File: src/rtl/blink_seq_if.sv
// Configuration handshake and blink outputs for the blink sequencer.
// Master drives cfg_valid/mode/period/count; slave returns cfg_ready, tick, led, done.
// cfg_ready is the only combinational return signal; the rest are registered.
interface blink_seq_if #(
  parameter int DIV_W = 16,
  parameter int CNT_W = 4
);
  logic             cfg_valid;
  logic             cfg_ready;
  logic [1:0]       cfg_mode;
  logic [DIV_W-1:0] cfg_period;
  logic [CNT_W-1:0] cfg_count;
  logic             tick;
  logic             led;
  logic             done;

  modport master (
    output cfg_valid, cfg_mode, cfg_period, cfg_count,
    input  cfg_ready, tick, led, done
  );

  modport slave (
    input  cfg_valid, cfg_mode, cfg_period, cfg_count,
    output cfg_ready, tick, led, done
  );
endinterface

File: src/rtl/blink_seq.sv
// Blink sequencer: divides clk by P+1 into one-cycle tick pulses and a mirrored led level.
// Latency: first tick registered P+1 edges after config acceptance; done with the last burst tick.
// Backpressure: cfg_ready is low only while a counted burst runs; cfg_valid is ignored then.
module blink_seq #(
  parameter int DIV_W = 16,
  parameter int CNT_W = 4
) (
  input logic       clk,
  input logic       reset,
  blink_seq_if.slave bus
);

  localparam logic [1:0] S_IDLE   = 2'd0;
  localparam logic [1:0] S_STEADY = 2'd1;
  localparam logic [1:0] S_BLINK  = 2'd2;
  localparam logic [1:0] S_BURST  = 2'd3;

  localparam logic [1:0] M_OFF   = 2'd0;
  localparam logic [1:0] M_ON    = 2'd1;
  localparam logic [1:0] M_BLINK = 2'd2;
  localparam logic [1:0] M_BURST = 2'd3;

  logic [1:0]       state;
  logic [DIV_W-1:0] div;
  logic [DIV_W-1:0] period;
  logic [CNT_W:0]   remain;
  logic             tick;
  logic             led;
  logic             done;

  logic             accept;
  logic             running;
  logic             expire;
  logic             last_tick;
  logic             burst_zero;

  // Handshake and prescaler decode; a new config always beats a coinciding expiry.
  always_comb begin
    accept     = 1'b0;
    running    = 1'b0;
    expire     = 1'b0;
    last_tick  = 1'b0;
    burst_zero = 1'b0;
    accept     = bus.cfg_valid && (state != S_BURST);
    running    = (state == S_BLINK) || (state == S_BURST);
    expire     = running && (div == period) && !accept;
    last_tick  = expire && (state == S_BURST) && (remain == (CNT_W+1)'(1));
    burst_zero = (bus.cfg_mode == M_BURST) && (bus.cfg_count == '0);
  end

  // Mode state and remaining-toggle counter for counted bursts.
  always_ff @(posedge clk or negedge reset) begin
    if (!reset) begin
      state  <= S_IDLE;
      remain <= '0;
    end else if (accept) begin
      case (bus.cfg_mode)
        M_OFF:   state <= S_IDLE;
        M_ON:    state <= S_STEADY;
        M_BLINK: state <= S_BLINK;
        M_BURST: state <= burst_zero ? S_IDLE : S_BURST;
        default: state <= S_IDLE;
      endcase
      remain <= (bus.cfg_mode == M_BURST) ? {bus.cfg_count, 1'b0} : '0;
    end else if (expire && (state == S_BURST)) begin
      remain <= remain - (CNT_W+1)'(1);
      if (last_tick) begin
        state <= S_IDLE;
      end
    end
  end

  // Prescaler: counts 0..P while blinking, parked at 0 otherwise; P latched on acceptance.
  always_ff @(posedge clk or negedge reset) begin
    if (!reset) begin
      div    <= '0;
      period <= '0;
    end else if (accept) begin
      div    <= '0;
      period <= bus.cfg_period;
    end else if (!running || expire) begin
      div <= '0;
    end else begin
      div <= div + DIV_W'(1);
    end
  end

  // Registered outputs: tick pulse, led level, burst completion pulse.
  always_ff @(posedge clk or negedge reset) begin
    if (!reset) begin
      tick <= 1'b0;
      led  <= 1'b0;
      done <= 1'b0;
    end else begin
      tick <= expire;
      done <= last_tick || (accept && burst_zero);
      if (accept) begin
        led <= (bus.cfg_mode == M_ON);
      end else if (expire) begin
        led <= ~led;
      end
    end
  end

  assign bus.cfg_ready = (state != S_BURST);
  assign bus.tick      = tick;
  assign bus.led       = led;
  assign bus.done      = done;

endmodule

File: src/flat_wrapper.sv
// flat-port wrapper written by rule: the top's interface ports become plain ports
module blink_seq_flat 
#(
  parameter int DIV_W = 16,
  parameter int CNT_W = 4
)
  (clk, reset, bus_cfg_valid, bus_cfg_mode, bus_cfg_period, bus_cfg_count, bus_cfg_ready, bus_tick, bus_led, bus_done);
  blink_seq_if #(.DIV_W(DIV_W), .CNT_W(CNT_W)) bus_i ();
  input logic clk;
  input logic reset;
  input wire logic [$bits(bus_i.cfg_valid)-1:0] bus_cfg_valid;
  input wire logic [$bits(bus_i.cfg_mode)-1:0] bus_cfg_mode;
  input wire logic [$bits(bus_i.cfg_period)-1:0] bus_cfg_period;
  input wire logic [$bits(bus_i.cfg_count)-1:0] bus_cfg_count;
  output wire logic [$bits(bus_i.cfg_ready)-1:0] bus_cfg_ready;
  output wire logic [$bits(bus_i.tick)-1:0] bus_tick;
  output wire logic [$bits(bus_i.led)-1:0] bus_led;
  output wire logic [$bits(bus_i.done)-1:0] bus_done;
  assign bus_i.cfg_valid = bus_cfg_valid;
  assign bus_i.cfg_mode = bus_cfg_mode;
  assign bus_i.cfg_period = bus_cfg_period;
  assign bus_i.cfg_count = bus_cfg_count;
  assign bus_cfg_ready = bus_i.cfg_ready;
  assign bus_tick = bus_i.tick;
  assign bus_led = bus_i.led;
  assign bus_done = bus_i.done;
  blink_seq #(.DIV_W(DIV_W), .CNT_W(CNT_W)) u_core (.clk(clk), .reset(reset), .bus(bus_i));
endmodule
File: config.mk
export PLATFORM = sky130hd
export DESIGN_NAME = blink_seq_flat
export DESIGN_NICKNAME = d
export VERILOG_FILES = /design/src/rtl/blink_seq_if.sv /design/src/rtl/blink_seq.sv /design/src/flat_wrapper.sv
export SDC_FILE = /design/constraint.sdc
export NUM_CORES = 1
export LEC_CHECK = 0
export BUFFER_PORTS_ARGS = -buffer_cell sky130_fd_sc_hd__buf_4
export CELL_PAD_IN_SITES_DETAIL_PLACEMENT = 0
export CELL_PAD_IN_SITES_GLOBAL_PLACEMENT = 1
export CORE_MARGIN = 2
export CORE_UTILIZATION = 39
export CTS_CLUSTER_DIAMETER = 60
export DETAILED_ROUTE_END_ITERATION = 6
export PLACE_DENSITY_LB_ADDON = 0.1
export SLEW_MARGIN = 0
export SYNTH_ARGS = -nofsm -noshare
export SYNTH_HDL_FRONTEND = slang
export SYNTH_SLANG_ARGS = --single-unit
export TNS_END_PERCENT = 5
File: constraint.sdc
create_clock -name clk -period 1.95 [get_ports clk]
set_input_delay 0.2925 -clock clk [delete_from_list [all_inputs] [get_ports clk]]
set_output_delay 0.2925 -clock clk [all_outputs]
set_load 0.02 [all_outputs]
==> qor.csv <==
stage,metric,value,unit
grt,grt_max_degree,43,
yosys,yosysMostFrequentCell,nand2_1,
drt,routed_wl,4670,um
yosys,syn_area,2120,um^2
setup_path,path_cells,xnor2_2 -> nand4_1 -> nor4_4 -> buf_4 -> mux2i_1 -> or3_1,
drt,via_per_inst,4.94,
cts,tritoncts,done,
timing,setup_viol,0,
drt,drtIter0Drc,98,
timing,fmax,0.538,GHz
cts,cts_htree_levels,2,
setup_path,critPathSlowestCell,dfrtp_1,
timing,finalHoldViolations,0,
grt,grt_pass1_wl,7910,um
drt,dr.pass1.iters,4,
finish,n_fill_cell,503,
cts,clockBufferDepth,2,
yosys,synth_edf_count,0,
yosys,yosys_warnings,0,
timing,fin_worst_skew,0.00681,ns
timing,slew_headroom,64.2,%
drt,wl_per_cell,13.9,um
cts,root_buffer,clkbuf_8,
yosys,yosysTopAreaCell,dfrtp_1,
yosys,avgSynthCellArea,9.37,um^2
grt,grt_antenna_before_repair,0,
finish,final_layout_size_suffix_gt1_share,21.7,%
setup_path,worstRegToRegCells,6,
setup_path,critPathLaunchType,register,
power_and_ir_drop,pwr_density_cell,841,nW/um^2
yosys,synth.ff_latch_count,42,
power_and_ir_drop,power.total,2.18,mW
grt,overflow,0,
yosys,synthTopCellsByCount,"59 x nand2_1, 42 x dfrtp_1, 22 x nor2_1",
placed_design,post-dp-hpwl,3390,um
setup_path,crit_start,u_core.div[0],
yosys,synth_top_flop_cell,dfrtp_1,
grt,grt_pass1_vias,1631,
setup_path,r2r-end,u_core.bus.led,
setup_path,worst_r2r_startpoint,u_core.div[0],
status,status,"finished, final reports clean",
setup_path,crit_required,2.13,ns
timing,drv_slew,0,
cts,clk_transition_reported_paths,0.08,ns
drt,ant_nets,0,
cts,clk_latency,0.30,ns
drt,vias,1665,
setup_path,crit_type,reg -> reg,
timing,rsz0062_at_grt,yes,
setup_path,critPathArrivalTime,2.04,ns
floorplanning,num_rows,26,
cts,cts.sinks,42,
finish,area_growth,22.6,%
floorplanning,start_util,40.9,%
placed_design,gp_congestion,0.778,
setup_path,end_kind,register,
floorplanning,coreArea,5170,um^2
placed_design,port_buffers,28,
floorplanning,dieArea,6030,um^2
yosys,synth_area_leaders,"dfrtp_1 50%, nand2_1 10%, xnor2_1 8.3%",
floorplanning,fp.dieH,77.7,um
timing,worstMarginPinSlew,0.537,ns
setup_path,cp_max_fo,5,
min_path,timing.hold.worst.class,in -> reg,
timing,finalCritPeriodShare,95.4,%
finish,antennaDiodeCount,0,
yosys,synthesis.nets,254,
grt,grt_usage,17.0,%
yosys,synth_top_area_share,49.6,%
cts,cts_made_buffers,5,
setup_path,max_stage_delay,0.42,ns
timing,fin_crit,1.86,ns
drt,drc,0,
setup_path,r2r_slack,0.09,ns
timing,tns,0,ns
floorplanning,io_pins,29,
job,drv_cap,0,
yosys,synth_cells,226,
setup_path,worstSetupEndpoint,u_core.bus.led,
floorplanning,floorplan.die.width,77.7,um
power_and_ir_drop,p_leak,1.20,nW
yosys,ys_seq_area_share,49.6,%
yosys,ys_types,39,
power_and_ir_drop,ir_worst_vdd,0.000378,V
yosys,async_reset_ff_share,100,%
finish,nNetsFinal,295,
==> flip-flops by register name, indices dropped and copies added, names as in the netlist <==
name,flops
u_core.div,16
u_core.remain,5
u_core.bus.tick,1
u_core.state,2
u_core.period,16
u_core.bus.done,1
u_core.bus.led,1
==> how the worst min path moves through the flow <==
stage | startpoint | end | depth (start not counted)
after floorplan | reset | u_core.bus.done | 0
after global placement | reset | u_core.period[9] | 1
after detailed placement | reset | u_core.period[6] | 1
after CTS | bus_cfg_period[0] | u_core.period[0] | 3
after global routing | bus_cfg_period[5] | u_core.period[5] | 3
final | bus_cfg_period[12] | u_core.period[12] | 3
==> worst max-delay path: cells and delay by family (launching register included) <==
kind	cells	cell delay [ns]
buffers and inverters	1	0.19
flip-flops	1	0.42
multiplexers	1	0.08
AND/OR/NAND/NOR	3	0.85
XOR/XNOR	1	0.21
==> final cells by class <==
cell class                 count  area, um^2  area share, %
multi-input combinational    170        1020           39.5
sequential                    42        1050           40.5
clock buffer                   5        68.8           2.65
tap                           70        87.6           3.37
clock inverter                 2        10.0          0.386
timing repair buffer          42         330           12.7
inverter                       6        22.5          0.867
==> where the power goes <==
group          internal, mW  total (mW)  leakage [nW]  switching (mW)
Sequential            0.989        1.11         0.546           0.125
Clock                 0.240       0.534        0.0438           0.294
Combinational         0.254       0.536         0.609           0.282
Total                  1.48        2.18          1.20           0.701
==> cells in the final DEF (no fill, tap or decap), types with 2 or more instances in the layout <==
master / netlist / routed
and3_2: 2 / 2
nand2_1: 59 / 59
nand3b_1: 2 / 2
xor2_1: 10 / 10
xnor2_1: 20 / 18
dfrtp_1: 42 / 41
o221ai_1: 2 / 2
buf_4: 1 / 40
o2bb2ai_1: 2 / 2
nand3_1: 8 / 7
ha_1: 3 / 3
a31oi_1: 2 / 2
o21ai_0: 3 / 3
o21a_1: 2 / 2
xnor2_2: 0 / 2
clkbuf_8: 0 / 5
a21oi_1: 2 / 2
mux2i_1: 4 / 4
inv_1: 6 / 6
nand4_1: 9 / 9
nor2_1: 22 / 22
and3_1: 3 / 3
clkinv_2: 0 / 2
==> metrics by stage <==
step	hold WS, ns	worst slack, ns	instance area (um^2)	util [%]	instances
after floorplan	-0.00309	0.108	2120	-	226
final	0.178	0.0896	2600	50.2	337
after global placement	0.314	0.0960	2470	47.8	327
after global routing	0.174	-0.00981	2600	50.2	337
after detailed placement	0.313	0.0606	2470	47.8	327
after CTS	0.179	0.0379	2560	49.5	335
==> what timing repair did <==
item,in CTS,in global routing
endpoints found under the hold margin,30,0
buffers inserted,0,2
setup endpoints to repair,0,3
resized for setup,0,4
hold buffers,1,0
==> cell families (layout without fill, tap and decap cells) <==
logic type,Yosys count,count (layout),share of synthesized area [%]
and+or+nand+nor,115,115,25.2
DFF,42,42,49.6
xor gates and xnor gates,30,30,12.4
AOI/OAI and AO/OA,18,18,5.97
buffers and inverters,14,55,3.07
muxes,4,4,1.89
adders and majority gates,3,3,1.77
==> layer usage <==
layer	track usage, %	wire [um]
met1	23.2	2260
met4	4.82	40
met3	4.07	157
met2	26.8	2210
met5	0	0
Power figures use the tool's default switching activity.
